[src/rtl/regfile_read.sv]
// Register file at the writeback end of the pipeline.
// Two registered read ports with write-through bypass, r0 hardwired to zero,
// and a per-register pending scoreboard that stalls decode on RAW/WAW hazards
// against writes that are still in flight.
module regfile_read #(
  parameter int DW    = 32,
  parameter int AW    = 5,
  parameter int NREGS = 2**AW
) (
  input  logic          clk,
  input  logic          reset,
  input  logic          regwr,
  input  logic [AW-1:0] rw,
  input  logic [DW-1:0] busW,
  input  logic          rd_valid,
  input  logic [AW-1:0] ra,
  input  logic [AW-1:0] rb,
  input  logic          dst_wr,
  input  logic [AW-1:0] dst,
  output logic          stall,
  output logic [DW-1:0] busA,
  output logic [DW-1:0] busB,
  output logic          out_valid
);

  logic [DW-1:0]    regs [NREGS];
  logic [NREGS-1:0] pending;
  logic [NREGS-1:0] pending_next;

  logic          clr_a;
  logic          clr_b;
  logic          clr_d;
  logic          pend_a;
  logic          pend_b;
  logic          pend_d;
  logic          acc;
  logic [DW-1:0] rdata_a;
  logic [DW-1:0] rdata_b;

  // Hazard detection: a writeback landing this cycle already releases its
  // register, so it neither stalls nor needs the stored value (bypass instead).
  always_comb begin
    clr_a   = regwr && (rw == ra)  && (ra  != '0);
    clr_b   = regwr && (rw == rb)  && (rb  != '0);
    clr_d   = regwr && (rw == dst) && (dst != '0);
    pend_a  = pending[ra]  && !clr_a;
    pend_b  = pending[rb]  && !clr_b;
    pend_d  = pending[dst] && !clr_d;
    stall   = rd_valid && (pend_a || pend_b || (dst_wr && pend_d));
    acc     = rd_valid && !stall;
    rdata_a = (ra == '0) ? '0 : (clr_a ? busW : regs[ra]);
    rdata_b = (rb == '0) ? '0 : (clr_b ? busW : regs[rb]);
  end

  // Scoreboard update: the writeback clear happens first, then a newly
  // accepted writer sets its bit, so a same-cycle clear and set leaves it set.
  always_comb begin
    pending_next = pending;
    if (regwr) begin
      pending_next[rw] = 1'b0;
    end
    if (acc && dst_wr && (dst != '0)) begin
      pending_next[dst] = 1'b1;
    end
    pending_next[0] = 1'b0;
  end

  // Register storage; r0 is never written so it always reads back zero.
  always_ff @(posedge clk) begin
    if (reset) begin
      for (int i = 0; i < NREGS; i++) begin
        regs[i] <= '0;
      end
    end else if (regwr && (rw != '0)) begin
      regs[rw] <= busW;
    end
  end

  // Pending scoreboard register.
  always_ff @(posedge clk) begin
    if (reset) begin
      pending <= '0;
    end else begin
      pending <= pending_next;
    end
  end

  // Read port registers: capture on accept, otherwise hold the last data.
  always_ff @(posedge clk) begin
    if (reset) begin
      busA      <= '0;
      busB      <= '0;
      out_valid <= 1'b0;
    end else begin
      out_valid <= acc;
      if (acc) begin
        busA <= rdata_a;
        busB <= rdata_b;
      end
    end
  end

endmodule

[config.mk]
export PLATFORM = sky130hd
export DESIGN_NAME = regfile_read
export DESIGN_NICKNAME = d
export VERILOG_FILES = /design/src/rtl/regfile_read.sv
export SDC_FILE = /design/constraint.sdc
export NUM_CORES = 2
export LEC_CHECK = 0
export ABC_CLOCK_PERIOD_IN_PS = 6900
export CAP_MARGIN = 15
export CORE_MARGIN = 2
export CORE_UTILIZATION = 25
export DETAILED_ROUTE_END_ITERATION = 12
export PLACE_DENSITY = 0.46
export SLEW_MARGIN = 40
export SYNTH_ARGS = -nofsm -noshare
export SYNTH_HDL_FRONTEND = slang
export SYNTH_SLANG_ARGS = --single-unit
[constraint.sdc]
create_clock -name clk -period 6.9 [get_ports clk]
set_input_delay 1.725 -clock clk [delete_from_list [all_inputs] [get_ports clk]]
set_output_delay 1.725 -clock clk [all_outputs]
set_load 0.1 [all_outputs]
Word-level counts from Yosys, hierarchy flattened --
Memory sizes are Yosys's and may differ from the RTL's. Cells that the tools add are included.
Storage, ports and cells: input port bits 57, output and inout port bits 66, logic and storage cells 72, bits in writable memories 1024, register bits after elaboration 97, memories 1
Memory list:
- regs | depth 32, width 32, read ports 2, clocked after Yosys merged registers in 0, wr ports 32, line 26 | logic [DW-1:0] regs [NREGS];
Operators by class: equality and inequality tests 3, bitwise logic cells 3, reduce and logical (&&, ||, !) cells 30, order comparisons 6, muxes and demuxes 24
Operators with widths (count):
- 32-bit 2-to-1 mux | 7
- 32-bit AND | 1
- 32-bit NOT | 1
- 32-bit bitwise OR | 1
- 32-bit OR reduction | 1
- 5-bit by 6-bit less-than comparator with 1-bit output (second input constant) | 4
- 5-bit nonzero test | 4
- 1-bit logical AND | 17
- 1-bit binary-select mux with 5-bit select | 3
- 5-bit equality test | 3
- 1-bit 2-to-1 mux | 11
- 1-bit demux with 5-bit select | 2
- 5-bit by 1-bit greater-or-equal comparator with 1-bit output (second input constant) | 2
- 5-bit logical NOT | 2
- 5-bit 2-to-1 mux | 1
- 1-bit logical NOT | 4
- 1-bit logical OR | 2

Depth between registers and ports, before layout --
depth after elaboration 13, depth in mapped cells 11, mapped depth without buffers 6

Worst setup path after synthesis --
No wires, ideal clock.
path kind input to output, start input dst[0], end output stall, path slack 0.630 ns, arrival 4.545 ns, buffers on the path 2, stages on the path 7, cells stage by stage buf_2 buf_2 a21oi_1 a21o_1 a211oi_1 nand4_1 a31oi_1
Between the ends: cells in the longest elaborated chain, start to end 8, elaborated cells on any way between the ends 11
Ends and longest elaborated chain:
- from (decl) | line 19 | input logic [AW-1:0] dst,
- parallel branches: the longest is 4 deep, another holds 1-bit binary-select mux with 5-bit select
- 1-bit logical AND * | line 48 | pend_d = pending[dst] && !clr_d;
- 1-bit logical AND * | line 49 | stall = rd_valid && (pend_a || pend_b || (dst_wr && pend_d));
- 1-bit logical OR * | line 49
- 1-bit logical AND * | line 49
- to (decl) | line 20 | output logic stall,
Mark *: on every way between the ends. The select of a mux whose other input is x is not followed.

Worst setup path in the final report --
start input rw[1], end output stall
Between the ends: cells in the longest elaborated chain, start to end 8, elaborated cells on any way between the ends 19
Ends and longest elaborated chain:
- from (decl) | line 13 | input logic [AW-1:0] rw,
- 5-bit equality test (on tied branches) | line 43, 44, 45
- 1-bit logical AND (on tied branches) (2 in a row) | line 43, 44, 45
- 1-bit logical NOT (on tied branches) | line 46, 47, 48
- 1-bit logical AND (on tied branches) | line 46, 47, 48
- 1-bit logical OR / 1-bit logical AND (equally long branches) | line 49
- 1-bit logical OR * | line 49
- 1-bit logical AND * | line 49
Mark *: on every way between the ends. The rest lies on a longest branch, timed or not.

==> results.py <==
metrics = {
    "status": {
        "status": "complete, no violations",
    },
    "floorplanning": {
        "row_count": 180,
        "io_pins": 123,
        "dieArea_um2": 246900,
        "die_w_um": 496.9,
        "initial_utilization_pct": 25.20,
        "die_h_um": 496.9,
        "core_area_um2": 241000,
    },
    "clock_network": {
        "holdBufCountCts": 0,
        "clk_latency_ps": 820,
        "root_buffer": "clkbuf_16",
        "numClockSinks": 1120,
        "clk_pin_slew_ps": 60,
        "ctsResizeCount": 0,
        "cts_buffers": 134,
        "cts_tree": "done",
        "cts_setup_buffers": 0,
        "cts_buffer_depth": 3,
        "htreeDepth": 4,
    },
    "place": {
        "place_area_um2": 66090,
        "place_ws_ps": 1106,
        "io_buffer_count": 122,
        "finalWeightedCongestion": 0.8387,
        "dp_hpwl_um": 152100,
    },
    "logic_synthesis": {
        "synth_flop_cell": "edfxtp_1",
        "synth_top_area_share_pct": 50.63,
        "synth_cell_type_count": 60,
        "synth_edf_count": 1024,
        "synth_common_cells": "1,024 x edfxtp_1, 995 x and2_1, 432 x mux4_2",
        "syn_area_per_cell_um2": 13.86,
        "ys_top_cells_by_area": "edfxtp_1 51%, mux4_2 16%, and2_1 10%, mux2_2 4.1%, dfxtp_1 3.2%",
        "synthMostInstantiatedCell": "edfxtp_1",
        "async_reset_ff_share_pct": 0,
        "syn_inst": 4382,
        "syn_area_um2": 60730,
        "yosysTopAreaCell": "edfxtp_1",
        "synth.yosys.warnings": 0,
        "ys_seq_elements": 1120,
        "seq_area_frac_synth_pct": 53.80,
    },
    "global_routing": {
        "busiest_layer": "met2",
        "met1_usage_pct": 29.24,
        "grtUsageMet2_pct": 31.89,
        "grt_pass1_wl_um": 356100,
        "antenna_found_initial": 41,
        "grt.total_usage_pct": 20.67,
        "grt_use_met3_pct": 3.952,
        "grt_overflow": 0,
        "grt_max_degree": 107,
        "grt_pass1_vias": 40870,
    },
    "sta": {
        "slew_headroom_pct": 33.28,
        "hold_ws_ps": 473.8,
        "skew_ps": 39.02,
        "slew_violations": 0,
        "setup_viol": 0,
        "tightest_slew_ps": 1001,
        "finalCritPeriodShare_pct": 85.12,
        "hold_viol": 0,
        "setup-tns-final_ps": 0,
        "min_period_ps": 5873,
        "max_freq_ghz": 0.1703,
        "finalWorstSetupSlack_ps": 1027,
        "rsz0062_at_grt": "no",
    },
    "layout": {
        "final_area_um2": 70490,
        "drive_gt1_share_pct": 26.76,
        "fillers": 24110,
        "area_growth_pct": 16.06,
        "fin_nets": 4458,
        "final_util_pct": 29.25,
    },
    "hold_path": {
        "hp-class": "flip-flop to flip-flop",
        "hold_path_depth": 2,
    },
    "route": {
        "avgRoutedWirePerCell_um": 33.80,
        "routed_wl_um": 260500,
        "dr.pass1.iters": 5,
        "viasPerCell": 5.361,
        "num_vias": 41310,
        "drc": 0,
        "drtIter0Drc": 5542,
        "antenna_left": 0,
    },
    "setup_path": {
        "reg2reg_depth": 7,
        "crit_path_end_kind": "output pin",
        "critical_path_required_ps": 5180,
        "start_kind": "input pin",
        "crit_fanout": 12,
        "cp_data_arrival_time_ps": 4150,
        "criticalPathCategory": "input pin to output pin",
    },
    "power": {
        "vdd_drop_max_mv": 0.2601,
        "p_per_area_nw_per_um2": 249.3,
        "p_leak_uw": 0.02398,
    },
    "flow_run": {
        "drv_cap": 0,
    },
}
==> final cells by class <==
| type | count | area, um2 | area share, % |
|---|---|---|---|
| clock inverter | 57 | 658.1 | 0.9337 |
| timing repair buffer | 314 | 2957 | 4.194 |
| multi-input combinational | 2816 | 26480 | 37.56 |
| clock buffer | 185 | 3647 | 5.174 |
| inverter | 15 | 58.81 | 0.08343 |
| tap | 3185 | 3985 | 5.654 |
| antenna | 14 | 35.03 | 0.04970 |
| sequential | 1120 | 32670 | 46.35 |
==> kinds of logic after synthesis <==
family / after synthesis / share of synthesized area, %
multiplexers: 812 / 22.73
AO/OA/AOI/OAI: 454 / 5.223
XOR/XNOR: 14 / 0.2019
flip-flops: 1120 / 53.80
AND/OR/NAND/NOR: 1504 / 14.63
other: 1 / 0.006175
buffers and inverters: 477 / 3.414
==> routing by layer <==
metal / wire, um / vias up
met1: 111900 / 21920
li1: - / 16680
met5: 142 / -
met2: 116800 / 2282
met3: 23470 / 422
met4: 8167 / 8
==> final timing paths <==
kind         slack [ps]           to        start
min reg2reg         470      busA[7]      busA[7]
min                 470      busA[7]      busA[7]
max                1030        stall        rw[1]
max reg2reg        3900  pending[14]  pending[26]
==> worst max-delay path, cell delays in order <==
cell	delay (ps)
clkdlybuf4s50_1	760
xnor2_1	150
o211ai_1	200
or2_2	430
nand4_1	280
a31oi_1	380
buf_12	220
==> state kept, by name, indices dropped and copies added (netlist names) <==
name,cells
regs,1024
out_valid,1
busA,32
busB,32
pending,31
==> layout by cell type (no fill, tap or decap), drive strengths merged, types with 15 or more instances in the layout <==
cell | synthesis | layout
nand2b | 19 | 19
a211oi | 63 | 63
mux2i | 161 | 161
nor2b | 83 | 83
o22ai | 75 | 75
nor2 | 130 | 130
a22o | 15 | 15
clkbuf | 311 | 186
a2111oi | 22 | 22
and2 | 995 | 995
o221ai | 30 | 30
o21ai | 97 | 97
clkdlybuf4s50 | 0 | 42
dfxtp | 96 | 96
clkinv | 0 | 41
nor3b | 48 | 48
nand2 | 115 | 115
or2 | 32 | 32
inv | 15 | 22
edfxtp | 1024 | 1024
nand3 | 27 | 27
buf | 151 | 271
mux2 | 219 | 219
a31oi | 46 | 46
a21oi | 17 | 17
conb | 1 | 32
a221oi | 23 | 23
nand3b | 20 | 20
mux4 | 432 | 432
==> per-stage QoR <==
step	cells	power [uW]
2_1_floorplan	4413	9512
3_3_place_gp	7442	10520
3_5_place_dp	7448	10510
4_1_cts	7690	17670
5_1_grt	7693	18070
6_report	7706	17570
==> power breakdown <==
group,switching [uW],internal [uW],total (uW)
registers,191,7770,7960
clock network,3110,4070,7180
logic,1550,876,2430
Note: power is estimated with default switching activity, not from simulation.
